File: src/rtl/metadata_responder.sv
// Purpose: serves per-channel 16-bit note metadata slots, refilling each slot from the note RAM on consumer request.
// Latency: request edge E -> rd_en in cycle after E+1 -> slot and available updated at edge E+2+RD_LAT.
// Backpressure: one RAM read in flight; pending refills wait their round-robin turn (worst case NCH*(RD_LAT+2) cycles).
//
// Ports:
//   clk, reset (async, active low), rewind (restart all channels from word 0)
//   metadata_request[NCH]  : per-channel pulse, consumer took slot i
//   metadata_available[NCH], metadata_link[NCH*16], done[NCH] : registered slot state
//   rd_en, rd_addr {channel, word}, rd_data (valid RD_LAT cycles after rd_en)
//   underrun_count : requests against empty slots; live only with METADATA_UNDERRUN_CNT_EN defined
module metadata_responder #(
    parameter int NCH     = 37,
    parameter int CH_BITS = 6,
    parameter int CH_AW   = 10,
    parameter int RD_LAT  = 1
) (
    input  logic                       clk,
    input  logic                       reset,
    input  logic                       rewind,
    input  logic [NCH-1:0]             metadata_request,
    output logic [NCH-1:0]             metadata_available,
    output logic [NCH*16-1:0]          metadata_link,
    output logic [NCH-1:0]             done,
    output logic                       rd_en,
    output logic [CH_BITS+CH_AW-1:0]   rd_addr,
    input  logic [15:0]                rd_data,
    output logic [15:0]                underrun_count
);

    localparam int CW = (RD_LAT < 2) ? 1 : $clog2(RD_LAT + 1);
    localparam logic [CW-1:0]      LAT_LAST = CW'(RD_LAT);
    localparam logic [CH_BITS-1:0] LAST_CH  = CH_BITS'(NCH - 1);
    localparam logic [CH_BITS:0]   NCH_W    = (CH_BITS + 1)'(NCH);

    typedef enum logic [1:0] {
        IDLE  = 2'd0,
        ISSUE = 2'd1,
        WAIT  = 2'd2
    } state_t;

    state_t               state, state_nxt;
    logic [CH_BITS-1:0]   chan;
    logic [CH_BITS-1:0]   rr;
    logic [CH_BITS-1:0]   sel_chan;
    logic [CH_BITS-1:0]   sel_off;
    logic [CH_BITS:0]     sel_sum;
    logic                 sel_found;
    logic [2*NCH-1:0]     pend_dbl;
    logic [NCH-1:0]       pend_rot;
    logic [CW-1:0]        wait_cnt;
    logic                 capture;

    logic [CH_AW-1:0]     ptr  [NCH];
    logic [15:0]          slot [NCH];
    logic [NCH-1:0]       pending;
    logic [NCH-1:0]       available;

    // Round-robin pick: rotate pending so the RR pointer sits at bit 0,
    // take the lowest set bit, then map the offset back to a channel.
    always_comb begin
        pend_dbl  = {pending, pending} >> rr;
        pend_rot  = pend_dbl[NCH-1:0];
        sel_off   = '0;
        for (int k = NCH - 1; k >= 0; k--) begin
            if (pend_rot[k]) begin
                sel_off = CH_BITS'(k);
            end
        end
        sel_found = |pending;
        sel_sum   = {1'b0, rr} + {1'b0, sel_off};
        if (sel_sum >= NCH_W) begin
            sel_sum = sel_sum - NCH_W;
        end
        sel_chan  = sel_sum[CH_BITS-1:0];
    end

    always_ff @(posedge clk or negedge reset) begin
        if (!reset) begin
            state <= IDLE;
        end else begin
            state <= state_nxt;
        end
    end

    always_comb begin
        state_nxt = state;
        case (state)
            IDLE:    if (sel_found) state_nxt = ISSUE;
            ISSUE:   state_nxt = WAIT;
            WAIT:    if (wait_cnt == LAT_LAST) state_nxt = IDLE;
            default: state_nxt = IDLE;
        endcase
        // A rewind abandons whatever read is in flight.
        if (rewind) begin
            state_nxt = IDLE;
        end
    end

    assign capture = (state == WAIT) && (wait_cnt == LAT_LAST) && !rewind;

    always_ff @(posedge clk or negedge reset) begin
        if (!reset) begin
            chan     <= '0;
            wait_cnt <= '0;
        end else begin
            if (state == IDLE && sel_found) begin
                chan <= sel_chan;
            end
            if (state == ISSUE) begin
                wait_cnt <= CW'(1);
            end else if (state == WAIT) begin
                wait_cnt <= wait_cnt + 1'b1;
            end
        end
    end

    always_ff @(posedge clk or negedge reset) begin
        if (!reset) begin
            pending   <= '1;
            available <= '0;
            done      <= '0;
            rr        <= '0;
            for (int i = 0; i < NCH; i++) begin
                ptr[i]  <= '0;
                slot[i] <= '0;
            end
        end else if (rewind) begin
            // Slots keep their last contents; only the bookkeeping restarts.
            pending   <= '1;
            available <= '0;
            done      <= '0;
            rr        <= '0;
            for (int i = 0; i < NCH; i++) begin
                ptr[i] <= '0;
            end
        end else begin
            // Requests on done channels are ignored; requests on empty slots are
            // protocol violations and change nothing here.
            for (int i = 0; i < NCH; i++) begin
                if (metadata_request[i] && available[i] && !done[i]) begin
                    available[i] <= 1'b0;
                    pending[i]   <= 1'b1;
                end
            end
            // The captured channel is pending, hence not available, so a request
            // in the same cycle can never touch the same bit.
            if (capture) begin
                slot[chan]      <= rd_data;
                available[chan] <= 1'b1;
                pending[chan]   <= 1'b0;
                rr              <= (chan == LAST_CH) ? '0 : chan + 1'b1;
                if (rd_data == 16'hFFFF) begin
                    done[chan] <= 1'b1;
                end else if (&ptr[chan]) begin
                    // Last word of the region: keep the data, stop refilling.
                    done[chan] <= 1'b1;
                end else begin
                    ptr[chan] <= ptr[chan] + 1'b1;
                end
            end
        end
    end

    assign rd_en   = (state == ISSUE);
    assign rd_addr = rd_en ? {chan, ptr[chan]} : '0;

    assign metadata_available = available;

    for (genvar g = 0; g < NCH; g++) begin : g_link
        assign metadata_link[16*g +: 16] = slot[g];
    end

`ifdef METADATA_UNDERRUN_CNT_EN
    logic underrun_hit;

    // Any number of offending bits in one cycle counts once.
    assign underrun_hit = |(metadata_request & ~available & ~done);

    always_ff @(posedge clk or negedge reset) begin
        if (!reset) begin
            underrun_count <= '0;
        end else if (!rewind && underrun_hit && (underrun_count != 16'hFFFF)) begin
            underrun_count <= underrun_count + 1'b1;
        end
    end
`else
    assign underrun_count = '0;
`endif

endmodule
File: config.mk
export PLATFORM = sky130hd
export DESIGN_NAME = metadata_responder
export DESIGN_NICKNAME = d
export VERILOG_FILES = /design/src/rtl/metadata_responder.sv
export SDC_FILE = /design/constraint.sdc
export NUM_CORES = 2
export LEC_CHECK = 0
export ABC_AREA = 0
export CORE_AREA = 2 2 310 312
export DETAILED_ROUTE_END_ITERATION = 6
export DIE_AREA = 0 0 312 314
export PLACE_DENSITY = 0.8
export SYNTH_ARGS = -nofsm -noshare
export SYNTH_HDL_FRONTEND = slang
export SYNTH_SLANG_ARGS = --single-unit
File: constraint.sdc
create_clock -name clk -period 6.3 [get_ports clk]
set_clock_uncertainty 0.05 [all_clocks]
set_input_delay 1.26 -clock clk [delete_from_list [all_inputs] [get_ports clk]]
set_output_delay 1.26 -clock clk [all_outputs]
set_load 0.03 [all_outputs]
== Word-level counts from Yosys, hierarchy flattened ==
Index checks and enable logic that the tools add are counted.
Operators by class
  mux-type cells: 219
  eq/ne operators: 8
  bitwise logic cells: 6
  magnitude comparators: 5
  shift-type cells: 1
  reduce and logical (&&, ||, !) cells: 127
  $add $sub $neg: 5
Operators by type and width (number)
  $mux 370: 4
  $bwmux 592: 1
  $bwmux 370: 1
  $mux 37: 8
  $mux 6: 41
  $mux 1: 151
  $demux 16 s6: 1
  $logic_and 1x1->1: 79
  $or 37x37->37: 2
  $shr 74x6->37: 1
  $bmux 10 s6: 1
  $demux 10 s6: 1
  $logic_not 1->1: 38
  $and 37x37->37: 1
  $not 37->37: 1
  $reduce_or 37->1: 1
  $mux 16: 2
  $mux 10: 3
  $eq 16x16->1 const B: 1
  $add 10x1->10 const B: 1
  $reduce_and 10->1: 1
  $add 6x6->7: 1
  $ge 7x6->1 const B: 1
  $ge 7x7->1 const B: 1
  21 further kinds: 28
Storage, ports and cells
  output and inout port bits: 699
  input port bits: 56
  bits in registers: 1088
  word-level logic and storage cells: 452

== Logic depth before layout (Yosys ltp) ==
  word-level depth: 41
  depth in mapped cells: 24
  gate-level depth less buffers: 20

== Least setup slack after synthesis ==
No wires, ideal clock.
  path kind: register -> register
  from: reg rr[2]
  to: reg chan[4]
  stages on the path, launching flop included: 23
  setup time: 135 ps
  clock period less this slack: 5553 ps
  path buffers: 2
  data required time: 6115 ps
  setup slack: 747 ps
  arrival time: 5368 ps
  path through: dfrtp_1 inv_2 buf_1 clkbuf_1 mux2_2 mux4_2 mux2i_1 o2111ai_1 a211oi_1 a211oi_1 a31oi_1 o31ai_1 ha_1 fa_1 a21o_1 a21oi_1 xnor2_1 nor3_1 o21ai_0 a21boi_1 nor3_1 xnor2_1 o21ai_0
On the way
  word-level cells in the longest chain between the ends: 41
  elaborated cells on any way between the ends: 42
  classes of those cells: 2 x add/sub; 1 x order compare; 1 x shift; 38 x mux
Ends and longest elaborated chain
  from (decl): RTL line 43  | logic [CH_BITS-1:0] rr;
  from (signal assigned): RTL line 151  | rr <= (chan == LAST_CH) ? '0 : chan + 1'b1;
  $shr 74x6->37: RTL line 61  | pend_dbl = {pending, pending} >> rr;
  $mux 6 (37 in a row): RTL line 65  | if (pend_rot[k]) begin
  $add 6x6->7 (*): RTL line 70  | sel_sum = {1'b0, rr} + {1'b0, sel_off};
  $sub 6x6->6 / $ge 7x6->1 (equally long branches): RTL line 72, 71
  $mux 6 (*): RTL line 71  | if (sel_sum >= NCH_W) begin
  to (signal assigned): RTL line 107  | chan <= sel_chan;
  to (decl): RTL line 42  | logic [CH_BITS-1:0] chan;
Every way passes the cells marked *; elsewhere a longest branch is shown, timed or not.
A chain may end at the register's enable or synchronous reset.

== Final worst setup path ==
  from: reg chan[1]
  to: out rd_addr[2]
On the way
  word-level cells in the longest chain between the ends: 5
Ends and longest elaborated chain
  $not 6->7 (not written as such): RTL line 165  | assign rd_addr = rd_en ? {chan, ptr[chan]} : '0;
  $bmux 10 s6: RTL line 165
  $mux 10 (not written as such) (2 in a row): RTL line 165
  $mux 16: RTL line 165
  to (decl): RTL line 25  | output logic [CH_BITS+CH_AW-1:0] rd_addr,
No other way between the ends. The select of a mux whose other input is x is not followed.

==> impl_metrics.env <==
export IMPL_first_iter_violations=5996
export IMPL_ctsHtreeMaxLevel=3
export IMPL_ctsHoldBuffers=0
export IMPL_grt_overflow=0
export IMPL_die_w_um=312
export IMPL_numClockSinks=1088
export IMPL_dr_pass1_iters=7
export IMPL_synth_top_cell_area_share_pct=50.9
export IMPL_rows=113
export IMPL_hold_viol=0
export IMPL_maxCapViolCount=0
export IMPL_endpoint="rd_addr[2]"
export IMPL_finalCritPeriodShare_pct=95.1
export IMPL_fmax_ghz=0.167
export IMPL_reg2reg_depth=21
export IMPL_p_int_mw=11.7
export IMPL_cts_tree="done"
export IMPL_drc=1
export IMPL_endpoint_kind="primary output"
export IMPL_violations="design-rule violations"
export IMPL_pin_count=755
export IMPL_crit_path_start_kind="flip-flop"
export IMPL_powerDensity_mw_per_mm2=249
export IMPL_period_minus_slack_ns=5.99
export IMPL_grt_max_degree=157
export IMPL_vias_per_cell=6.81
export IMPL_r2r_start="rr[0]$_DFFE_PN0N_"
export IMPL_first_global_vias=43053
export IMPL_grt_usage_pct=42.4
export IMPL_synth_seq_area_share_pct=52.8
export IMPL_clock_path_buffers=3
export IMPL_nNetsFinal=5091
export IMPL_drv_slew=0
export IMPL_clock_latency_ns=0.74
export IMPL_slew_headroom_pct=12.5
export IMPL_start_util_pct=54.7
export IMPL_p_sw_mw=4.30
export IMPL_tns_ns=0
export IMPL_crit_fanout=54
export IMPL_dp_cells=6170
export IMPL_path_class="flip-flop to primary output"
export IMPL_worst_slack_ns=0.307
export IMPL_ys_types=100
export IMPL_syn_to_final_growth_pct=24.1
export IMPL_coreArea_mm2=0.0944
export IMPL_layout_drive_gt1_share_pct=24.0
export IMPL_r2r_setup_slack_ns=0.34
export IMPL_pre_cts_ws_ns=0.233
export IMPL_synth_area_leaders="dfrtp_1 51%, mux2_2 14%, mux4_2 4.0%, a21oi_1 4.0%, o21ai_0 3.4%"
export IMPL_synth_seq_cells=1088
export IMPL_setup_viol=0
export IMPL_p_leak_nw=27.7
export IMPL_dp_hpwl_mm=141
export IMPL_place_gp_congestion=1.00
export IMPL_clock_root_buffer="clkbuf_16"
export IMPL_die_area_mm2=0.0980
export IMPL_routed_wl_mm=212
export IMPL_synth_area_mm2=0.0517
export IMPL_synthFlopType="dfrtp_1"
export IMPL_grt_pass1_wl_mm=306
export IMPL_synth_edff_count=0
export IMPL_vias=43437
export IMPL_synthTopCellsByCount="1051 x dfrtp_1, 652 x mux2_2, 408 x a21oi_1, 351 x o21ai_0, 336 x clkbuf_1"
export IMPL_worstPathRequired_ns=4.99
export IMPL_syn_area_per_cell_um2=11.6
export IMPL_worst_ep_arrival_time_ns=4.68
export IMPL_combPwrFrac_pct=10.8
export IMPL_cts_buffers=111
export IMPL_synth_most_common_cell="dfrtp_1"
export IMPL_timing_rr_end="chan[1]$_DFFE_PN0P_"
export IMPL_synthArstFlopShare_pct=100
export IMPL_die_h_um=314
export IMPL_antenna_found_initial=16
export IMPL_ys_warn_count=0
export IMPL_min_from="metadata_link[101]$_DFFE_PN0P_"
export IMPL_wl_per_cell_um=33.2
export IMPL_clockPowerShare_pct=44.0
export IMPL_switching_share_pct=26.9
export IMPL_sequentialPowerShare_pct=45.2
export IMPL_timing_critical_path_from="chan[1]$_DFFE_PN0P_"
export IMPL_portBuffers=738
export IMPL_yosysTopAreaCell="dfrtp_1"
export IMPL_outcome="finished, violations left"
export IMPL_syn_inst=4457
export IMPL_n_fill_cell=6896
export IMPL_rsz0062_at_grt="false"
export IMPL_worst_pin_slew_ns=1.31
export IMPL_vdd_drop_max_uv=264
export IMPL_hold_path_class="flip-flop to flip-flop"
export IMPL_ant_nets=0
export IMPL_cts_clk_slew_worst_paths_ns=0.06
export IMPL_instances_no_fill=6382
export IMPL_holdWs_ns=0.454
-- cell usage in the layout (no fill, tap or decap), types with 82 or more instances in the layout --
cell,Yosys,final
clkdlybuf4s50_1,0,720
nand4_1,82,82
buf_4,27,158
nand2_1,189,181
a21oi_1,408,408
mux2i_1,93,93
mux4_2,92,92
dfrtp_1,1051,1046
o21ai_0,351,351
nand3_1,278,278
clkbuf_16,0,112
mux2_2,652,652
-- power groups by stage --
stage	clock network, mW	registers (mW)	logic, mW
after global routing	7.31	7.23	1.77
after CTS	7.03	7.22	1.68
after floorplan	0	7.49	0.700
final	7.03	7.22	1.72
after global placement	0	7.33	1.66
after detailed placement	0	7.34	1.67
-- cell families (layout without fill, tap and decap cells) --
family                     Yosys count  after routing  share of synthesized area (%)
adders and majority gates           16             16                          0.402
AOI/OAI and AO/OA                 1196           1196                           14.0
buffers and inverters              505           1147                           4.48
muxes                              842            842                           20.2
DFF                               1088           1088                           52.8
xor gates and xnor gates            16             16                          0.271
and+or+nand+nor                    793            793                           7.85
other                                1             19                        0.00726
-- state kept, by name, summed over array words and instances (netlist names) --
signal	count
rr	6
state	2
done	37
metadata_link	592
pending	37
metadata_available	37
ptr	370
chan	6
wait_cnt	1
-- worst min path at each step --
stage | end | slack [ns] | cells past startpoint
after global placement | metadata_link[213]$_DFFE_PN0P_ | 0.44 | 1
after CTS | metadata_link[547]$_DFFE_PN0P_ | 0.46 | 1
after global routing | metadata_link[157]$_DFFE_PN0P_ | 0.46 | 1
final | metadata_link[101]$_DFFE_PN0P_ | 0.45 | 1
after floorplan | ptr[329]$_DFFE_PN0P_ | 0.44 | 2
after detailed placement | metadata_link[591]$_DFFE_PN0P_ | 0.44 | 1
-- worst max-delay path, stage by stage (launching register included) --
cell	delay, ns
dfrtp_4	1.01
nor2b_1	0.78
a22oi_1	0.17
a21oi_1	0.65
a211o_1	0.20
or3_1	0.23
and2_1	0.21
clkdlybuf4s50_1	0.69
-- cell type report --
| class | instances | area, um2 | area share, % |
|---|---|---|---|
| sequential | 1088 | 27300 | 42.6 |
| multi-input combinational | 2879 | 22400 | 34.9 |
| timing repair buffer | 914 | 8860 | 13.8 |
| clock buffer | 172 | 3380 | 5.27 |
| tap | 1265 | 1580 | 2.47 |
| clock inverter | 36 | 528 | 0.823 |
| inverter | 25 | 96.3 | 0.150 |
| antenna | 3 | 7.51 | 0.0117 |
-- through the flow --
| step | area [um2] | power [mW] | util, % |
|---|---|---|---|
| after floorplan | 51700 | 8.19 | - |
| after global placement | 60200 | 8.99 | 63.7 |
| after detailed placement | 60200 | 9.01 | 63.7 |
| after CTS | 64100 | 15.9 | 67.9 |
| after global routing | 64100 | 16.3 | 67.9 |
| final | 64100 | 16.0 | 67.9 |
-- per-layer routing --
metal | part of all wire, % | vias to the layer above | GRT usage [%]
li1 | - | 17505 | -
met1 | 35 | 22173 | 52.2
met2 | 45 | 2951 | 65.3
met3 | 12 | 796 | 15.0
met4 | 7.0 | 12 | 23.9
met5 | 0.10 | - | 1.02
-- repair_timing --
item / in CTS / in global routing
setup endpoints to repair: 0 / 5
setup buffers: 0 / 1
resized for setup: 0 / 3
(Power assumes the default switching activity.)
